[src/rtl/wbck_arb_if.sv]
// Write-back bus bundle between the ALU / long-pipe producers and the arbiter.
interface wbck_arb_if #(
   parameter int DW = 32,
   parameter int AW = 5
);
   logic          alu_wbck_valid;
   logic          alu_wbck_ready;
   logic          alu_wbck_en;
   logic [AW-1:0] alu_wbck_idx;
   logic [DW-1:0] alu_wbck_dat;

   logic          longp_wbck_valid;
   logic          longp_wbck_ready;
   logic [AW-1:0] longp_wbck_idx;
   logic [DW-1:0] longp_wbck_dat;
   logic          longp_wbck_err;

   logic          wbck_dest_wen;
   logic [AW-1:0] wbck_dest_idx;
   logic [DW-1:0] wbck_dest_dat;
   logic          wbck_err;
   logic [31:0]   wbck_cnt;

   // Arbiter side
   modport slave (
      input  alu_wbck_valid, alu_wbck_en, alu_wbck_idx, alu_wbck_dat,
      input  longp_wbck_valid, longp_wbck_idx, longp_wbck_dat, longp_wbck_err,
      output alu_wbck_ready, longp_wbck_ready,
      output wbck_dest_wen, wbck_dest_idx, wbck_dest_dat, wbck_err, wbck_cnt
   );

   // Producer / register-file side
   modport master (
      output alu_wbck_valid, alu_wbck_en, alu_wbck_idx, alu_wbck_dat,
      output longp_wbck_valid, longp_wbck_idx, longp_wbck_dat, longp_wbck_err,
      input  alu_wbck_ready, longp_wbck_ready,
      input  wbck_dest_wen, wbck_dest_idx, wbck_dest_dat, wbck_err, wbck_cnt
   );
endinterface

[src/rtl/wbck_arb.sv]
// Write-back arbiter: buffered long-pipe results take priority over the ALU;
// the retired item drives the register-file write port one cycle later.
module wbck_arb #(
   parameter int DW    = 32,
   parameter int AW    = 5,
   parameter int DEPTH = 2
) (
   input  logic       clk,
   input  logic       rst_n,
   wbck_arb_if.slave  bus
);
   localparam int PW = (DEPTH > 2) ? 2 : 1;
   localparam int CW = PW + 1;

   logic [AW-1:0] fifo_idx_q [DEPTH];
   logic [DW-1:0] fifo_dat_q [DEPTH];
   logic          fifo_err_q [DEPTH];

   logic [PW-1:0] wptr_q, wptr_d, rptr_q, rptr_d;
   logic [CW-1:0] count_q, count_d;

   logic          dest_wen_q, dest_wen_d;
   logic [AW-1:0] dest_idx_q, dest_idx_d;
   logic [DW-1:0] dest_dat_q, dest_dat_d;
   logic          err_q, err_d;
   logic [31:0]   cnt_q, cnt_d;

   logic fifo_empty, enq, deq, alu_take;

   // Handshakes depend on registered occupancy only
   assign fifo_empty            = (count_q == '0);
   assign bus.longp_wbck_ready  = (count_q < CW'(DEPTH));
   assign bus.alu_wbck_ready    = fifo_empty;

   assign enq      = bus.longp_wbck_valid & bus.longp_wbck_ready;
   assign deq      = ~fifo_empty;
   assign alu_take = bus.alu_wbck_valid & fifo_empty;

   // Next-state: FIFO bookkeeping and selection of the retiring item
   always_comb begin
      wptr_d     = wptr_q;
      rptr_d     = rptr_q;
      count_d    = count_q;
      dest_wen_d = 1'b0;
      dest_idx_d = dest_idx_q;
      dest_dat_d = dest_dat_q;
      err_d      = 1'b0;

      if (enq) wptr_d = (wptr_q == PW'(DEPTH - 1)) ? '0 : wptr_q + 1'b1;
      if (deq) rptr_d = (rptr_q == PW'(DEPTH - 1)) ? '0 : rptr_q + 1'b1;
      if (enq && !deq)      count_d = count_q + 1'b1;
      else if (!enq && deq) count_d = count_q - 1'b1;

      if (deq) begin
         dest_idx_d = fifo_idx_q[rptr_q];
         dest_dat_d = fifo_dat_q[rptr_q];
         err_d      = fifo_err_q[rptr_q];
         dest_wen_d = ~fifo_err_q[rptr_q] & (fifo_idx_q[rptr_q] != '0);
      end else if (alu_take) begin
         dest_idx_d = bus.alu_wbck_idx;
         dest_dat_d = bus.alu_wbck_dat;
         dest_wen_d = bus.alu_wbck_en & (bus.alu_wbck_idx != '0);
      end

      cnt_d = cnt_q + 32'(dest_wen_d);
   end

   // Control and output registers
   always_ff @(posedge clk or negedge rst_n) begin
      if (!rst_n) begin
         wptr_q     <= '0;
         rptr_q     <= '0;
         count_q    <= '0;
         dest_wen_q <= 1'b0;
         dest_idx_q <= '0;
         dest_dat_q <= '0;
         err_q      <= 1'b0;
         cnt_q      <= '0;
      end else begin
         wptr_q     <= wptr_d;
         rptr_q     <= rptr_d;
         count_q    <= count_d;
         dest_wen_q <= dest_wen_d;
         dest_idx_q <= dest_idx_d;
         dest_dat_q <= dest_dat_d;
         err_q      <= err_d;
         cnt_q      <= cnt_d;
      end
   end

   // FIFO storage; written only on enqueue so a fresh entry is never read the same cycle
   always_ff @(posedge clk or negedge rst_n) begin
      if (!rst_n) begin
         for (int unsigned i = 0; i < DEPTH; i++) begin
            fifo_idx_q[i] <= '0;
            fifo_dat_q[i] <= '0;
            fifo_err_q[i] <= 1'b0;
         end
      end else if (enq) begin
         fifo_idx_q[wptr_q] <= bus.longp_wbck_idx;
         fifo_dat_q[wptr_q] <= bus.longp_wbck_dat;
         fifo_err_q[wptr_q] <= bus.longp_wbck_err;
      end
   end

   assign bus.wbck_dest_wen = dest_wen_q;
   assign bus.wbck_dest_idx = dest_idx_q;
   assign bus.wbck_dest_dat = dest_dat_q;
   assign bus.wbck_err      = err_q;
   assign bus.wbck_cnt      = cnt_q;
endmodule

[src/flat_wrapper.sv]
// flat-port wrapper written by rule: the top's interface ports become plain ports
module wbck_arb_flat 
#(
   parameter int DW    = 32,
   parameter int AW    = 5,
   parameter int DEPTH = 2
)
  (clk, rst_n, bus_alu_wbck_valid, bus_alu_wbck_en, bus_alu_wbck_idx, bus_alu_wbck_dat, bus_longp_wbck_valid, bus_longp_wbck_idx, bus_longp_wbck_dat, bus_longp_wbck_err, bus_alu_wbck_ready, bus_longp_wbck_ready, bus_wbck_dest_wen, bus_wbck_dest_idx, bus_wbck_dest_dat, bus_wbck_err, bus_wbck_cnt);
  wbck_arb_if #(.DW(DW), .AW(AW)) bus_i ();
  input  logic clk;
  input  logic rst_n;
  input wire logic [$bits(bus_i.alu_wbck_valid)-1:0] bus_alu_wbck_valid;
  input wire logic [$bits(bus_i.alu_wbck_en)-1:0] bus_alu_wbck_en;
  input wire logic [$bits(bus_i.alu_wbck_idx)-1:0] bus_alu_wbck_idx;
  input wire logic [$bits(bus_i.alu_wbck_dat)-1:0] bus_alu_wbck_dat;
  input wire logic [$bits(bus_i.longp_wbck_valid)-1:0] bus_longp_wbck_valid;
  input wire logic [$bits(bus_i.longp_wbck_idx)-1:0] bus_longp_wbck_idx;
  input wire logic [$bits(bus_i.longp_wbck_dat)-1:0] bus_longp_wbck_dat;
  input wire logic [$bits(bus_i.longp_wbck_err)-1:0] bus_longp_wbck_err;
  output wire logic [$bits(bus_i.alu_wbck_ready)-1:0] bus_alu_wbck_ready;
  output wire logic [$bits(bus_i.longp_wbck_ready)-1:0] bus_longp_wbck_ready;
  output wire logic [$bits(bus_i.wbck_dest_wen)-1:0] bus_wbck_dest_wen;
  output wire logic [$bits(bus_i.wbck_dest_idx)-1:0] bus_wbck_dest_idx;
  output wire logic [$bits(bus_i.wbck_dest_dat)-1:0] bus_wbck_dest_dat;
  output wire logic [$bits(bus_i.wbck_err)-1:0] bus_wbck_err;
  output wire logic [$bits(bus_i.wbck_cnt)-1:0] bus_wbck_cnt;
  assign bus_i.alu_wbck_valid = bus_alu_wbck_valid;
  assign bus_i.alu_wbck_en = bus_alu_wbck_en;
  assign bus_i.alu_wbck_idx = bus_alu_wbck_idx;
  assign bus_i.alu_wbck_dat = bus_alu_wbck_dat;
  assign bus_i.longp_wbck_valid = bus_longp_wbck_valid;
  assign bus_i.longp_wbck_idx = bus_longp_wbck_idx;
  assign bus_i.longp_wbck_dat = bus_longp_wbck_dat;
  assign bus_i.longp_wbck_err = bus_longp_wbck_err;
  assign bus_alu_wbck_ready = bus_i.alu_wbck_ready;
  assign bus_longp_wbck_ready = bus_i.longp_wbck_ready;
  assign bus_wbck_dest_wen = bus_i.wbck_dest_wen;
  assign bus_wbck_dest_idx = bus_i.wbck_dest_idx;
  assign bus_wbck_dest_dat = bus_i.wbck_dest_dat;
  assign bus_wbck_err = bus_i.wbck_err;
  assign bus_wbck_cnt = bus_i.wbck_cnt;
  wbck_arb #(.DW(DW), .AW(AW), .DEPTH(DEPTH)) u_core (.clk(clk), .rst_n(rst_n), .bus(bus_i));
endmodule
[config.mk]
export PLATFORM = sky130hd
export DESIGN_NAME = wbck_arb_flat
export DESIGN_NICKNAME = d
export VERILOG_FILES = /design/src/rtl/wbck_arb_if.sv /design/src/rtl/wbck_arb.sv /design/src/flat_wrapper.sv
export SDC_FILE = /design/constraint.sdc
export NUM_CORES = 1
export LEC_CHECK = 0
export CORE_ASPECT_RATIO = 0.5
export CORE_MARGIN = 10
export CORE_UTILIZATION = 54
export DETAILED_ROUTE_END_ITERATION = 12
export PLACE_DENSITY = 0.89
export REMOVE_ABC_BUFFERS = 1
export SLEW_MARGIN = 0
export SYNTH_ARGS = -nofsm -noshare
export SYNTH_HDL_FRONTEND = slang
export SYNTH_SLANG_ARGS = --single-unit
[constraint.sdc]
create_clock -name clk -period 5 [get_ports clk]
set_input_delay 1.25 -clock clk [delete_from_list [all_inputs] [get_ports clk]]
set_output_delay 1.25 -clock clk [all_outputs]
set_load 0.03 [all_outputs]
==> run summary <==
Status -> finished, final reports clean
Post-route ant nets -> 0
Crit path launch type -> input port
Switching Fraction -> 35.4%
Hold path endpoint -> u_core.bus.wbck_cnt[31]
DR pass1 iterations -> 4
Global-route wire length before repair -> 26.7 mm
Tmin final -> 3.22 ns
I/O Pins -> 153
FILL cells -> 771
Initial antenna violation count -> 0
P_leak -> 3.74 nW
Clock buffer depth -> 2
Vias per inst -> 5.49
N_diodes -> 0
Root Buffer -> clkbuf_16
DRC Markers -> 0
PwrDens -> 645 mW/mm²
DRT iter0 DRCs -> 322
Reg2Reg Depth -> 9
Dominant cell type by area after synthesis -> dfrtp_1
Setup TNS -> 0 ns
Die height -> 98.4 µm
Req. time, crit path -> 5.33 ns
Worst hold path stage count -> 1
GP Congestion -> 0.853
Nets -> 748
Synth top area share -> 57.0%
Die X-Extent -> 177 µm
Combinational share of power -> 39.2%
Kind of critical path -> in2reg
Routed WL -> 16.4 mm
Synthesis-stage register bit count -> 151
RSZ-0062 raised after global routing -> false
GRT overflow -> 0
Slew HR -> 29.3%
Post-Syn Area -> 0.00663 mm²
Final Hold Fails -> 0
Met3 routed WL -> 779 µm
Share of cells above drive strength 1 -> 18.4%
Power after layout -> 5.76 mW
Num rows -> 28
Hold-fix buffers, CTS -> 0
CORE AREA -> 0.0119 mm²
Worst slew pin tran -> 1.06 ns
Num CTS Buffers -> 17
Final period util -> 64.3%
Synth warnings -> 0
Arrival time worst endpoint -> 3.54 ns
Clock Skews -> 0.0125 ns
Synth Area in Compound Gates -> 6.94%
Top Layer Used -> met4
Top cells by area, synth -> dfrtp_1 (57%), mux2_2 (13%), mux2i_1 (5.7%), a211oi_1 (3.8%), xnor2_1 (3.7%)
Vias -> 4625
Crit path launch -> bus_alu_wbck_idx[0]
Final setup viols -> 0
Min-Delay Startpoint -> u_core.bus.wbck_cnt[31]
Xor and xnor area share after synthesis -> 4.62%
Adder-Cell Fraction of Synth Area -> 0.566%
CTS tree -> built
Worst vdd ir -> 0.506 mV
Area grow syn2layout -> 34.6%
Worst-Skew Late Latency -> 0.41 ns
H-tree Lvls -> 4
Die ar. -> 0.0174 mm²
Hold Path Class -> reg2reg
Max stage delay on crit path -> 0.51 ns
Critical path, cell by cell -> clkdlybuf4s50_1 -> or4_1 -> nor2_1 -> o22ai_1 -> ha_1 -> ha_1 -> and3_1 -> and3_1 -> nand4_1 -> xnor2_1
Clock power share -> 24.6%
Pint -> 3.72 mW
Simple-gate portion of the synthesized area -> 9.53%
Largest family of logic cells by synthesized area -> multiplexers
Tot GR Track Use -> 19.2%
Post_cts resized -> 0
Setup bufs post-CTS -> 0
CP max-delay cell -> or4_1
Post-synthesis mux area share -> 19.2%
Max FO, Critical Path -> 4
Met1 wire length -> 6.59 mm
Vias in the first global route -> 5090
Post-Syn Instances -> 518
Mean Syn Cell Area -> 12.8 µm²
Switch Pwr -> 2.04 mW
Met2 WL -> 8.87 mm
Crit end category -> flip-flop
Clk pin slew, worst setup/hold paths -> 0.07 ns
Num Clock Sinks -> 151
Flop pwr share -> 36.3%
Worst R2R Start -> u_core.count_q[1]
Number of max-cap violations -> 0
Largest net degree at the start of global routing -> 121
DP HPWL -> 10.9 mm
Max Fclk -> 311 MHz
Slew Limit Fails -> 0
Sequential-to-total area share from yosys stat -> 57.0%
Routed length per instance -> 19.5 µm
Initial Util -> 55.7%
R2R Path End -> u_core.bus.wbck_cnt[18]
PortBufs -> 152
R2R setup slack -> 2.16 ns
Post-synthesis cell type count -> 29
[sequential cells by signal, indices dropped and copies added, names as in the netlist]
name                      count
u_core.bus.wbck_dest_wen      1
u_core.count_q                2
u_core.fifo_err_q             2
u_core.bus.wbck_cnt          32
u_core.fifo_idx_q            10
u_core.fifo_dat_q            64
u_core.wptr_q                 1
u_core.bus.wbck_dest_dat     32
u_core.bus.wbck_dest_idx      5
u_core.rptr_q                 1
u_core.bus.wbck_err           1
[through the flow]
stage	std cells	area, µm²	util, %	hold slack [ns]	worst slack (ns)
final	843	8930	74.9	0.469	1.78
after global routing	843	8930	74.9	0.504	1.65
after global placement	811	8270	69.5	0.460	1.42
after floorplan	489	6490	-	0.463	0.0234
after detailed placement	811	8270	69.5	0.471	1.38
after CTS	843	8930	74.9	0.480	1.80
[worst max path at each step]
stage / slack (ns) / end
2_1_floorplan: 0.02 / u_core.bus.wbck_cnt[24]
3_3_place_gp: 1.42 / u_core.bus.wbck_cnt[18]
3_5_place_dp: 1.38 / u_core.bus.wbck_cnt[22]
4_1_cts: 1.80 / u_core.bus.wbck_cnt[18]
5_1_grt: 1.65 / u_core.bus.wbck_cnt[22]
6_report: 1.78 / u_core.bus.wbck_cnt[18]
[area by class of cell]
cell class	count	area [µm²]	share of cell area (%)
clock buffer	18	429	4.81
multi-input combinational	336	2720	30.5
sequential	151	3780	42.3
clock inverter	14	224	2.51
tap	165	206	2.31
timing repair buffer	157	1560	17.4
inverter	2	7.51	0.0841
[layer usage]
metal,vias to the layer above,track usage [%]
met5,-,0
li1,2169,-
met2,109,34.5
met4,0,7.06
met1,2329,22.3
met3,18,3.65
[cells by family after synthesis]
logic type | count (synthesis)
simple gates | 107
buf+inv | 31
flops | 151
fa+ha+maj | 3
xor+xnor | 35
compound gates | 74
mux | 117
[cell usage after synthesis, drive strengths merged]
library cell,instances
dfrtp,151
mux2,79
a21oi,38
mux2i,38
nor2b,36
a211oi,34
xnor2,28
buf,17
nand4,13
nor2,13
clkbuf,12
nand3,12
nand2,11
and3,7
xor2,7
nor3,5
and4,4
ha,3
and2,2
inv,2
nand4b,2
nor4,1
o22ai,1
o41ai,1
or4,1
[layout by cell type, fill, tap and decap left out, types with 2 or more instances in the layout]
cell,synthesis,layout
a211oi_1,34,34
a21oi_1,38,38
and2_1,2,2
and3_1,7,7
and4_1,4,4
buf_4,3,5
bufinv_16,0,5
clkbuf_16,0,17
clkdlybuf4s50_1,0,150
clkinv_4,0,3
clkinvlp_4,0,4
dfrtp_1,151,150
ha_1,3,3
inv_1,2,2
inv_6,0,2
mux2_2,79,79
mux2i_1,38,38
nand2_1,11,10
nand3_1,11,11
nand4_1,13,13
nand4b_1,2,2
nor2_1,13,12
nor2b_1,35,34
nor3_1,4,4
xnor2_1,28,28
xor2_1,7,7
[critical path, delay by kind of cell]
kind	cells	cell delay, ns
compound gates	1	0.10
xor+xnor	1	0.12
fa+ha+maj	2	0.49
buf+inv	1	0.42
simple gates	5	1.17
[power by group through the flow]
stage / Combinational [mW] / Sequential [mW] / Clock (mW)
final: 2.26 / 2.09 / 1.41
after global routing: 2.44 / 2.16 / 1.49
after CTS: 2.29 / 2.09 / 1.43
after detailed placement: 2.26 / 2.10 / 0
after global placement: 2.20 / 2.06 / 0
after floorplan: 1.07 / 2.44 / 0
Power figures use the tool's default switching activity.
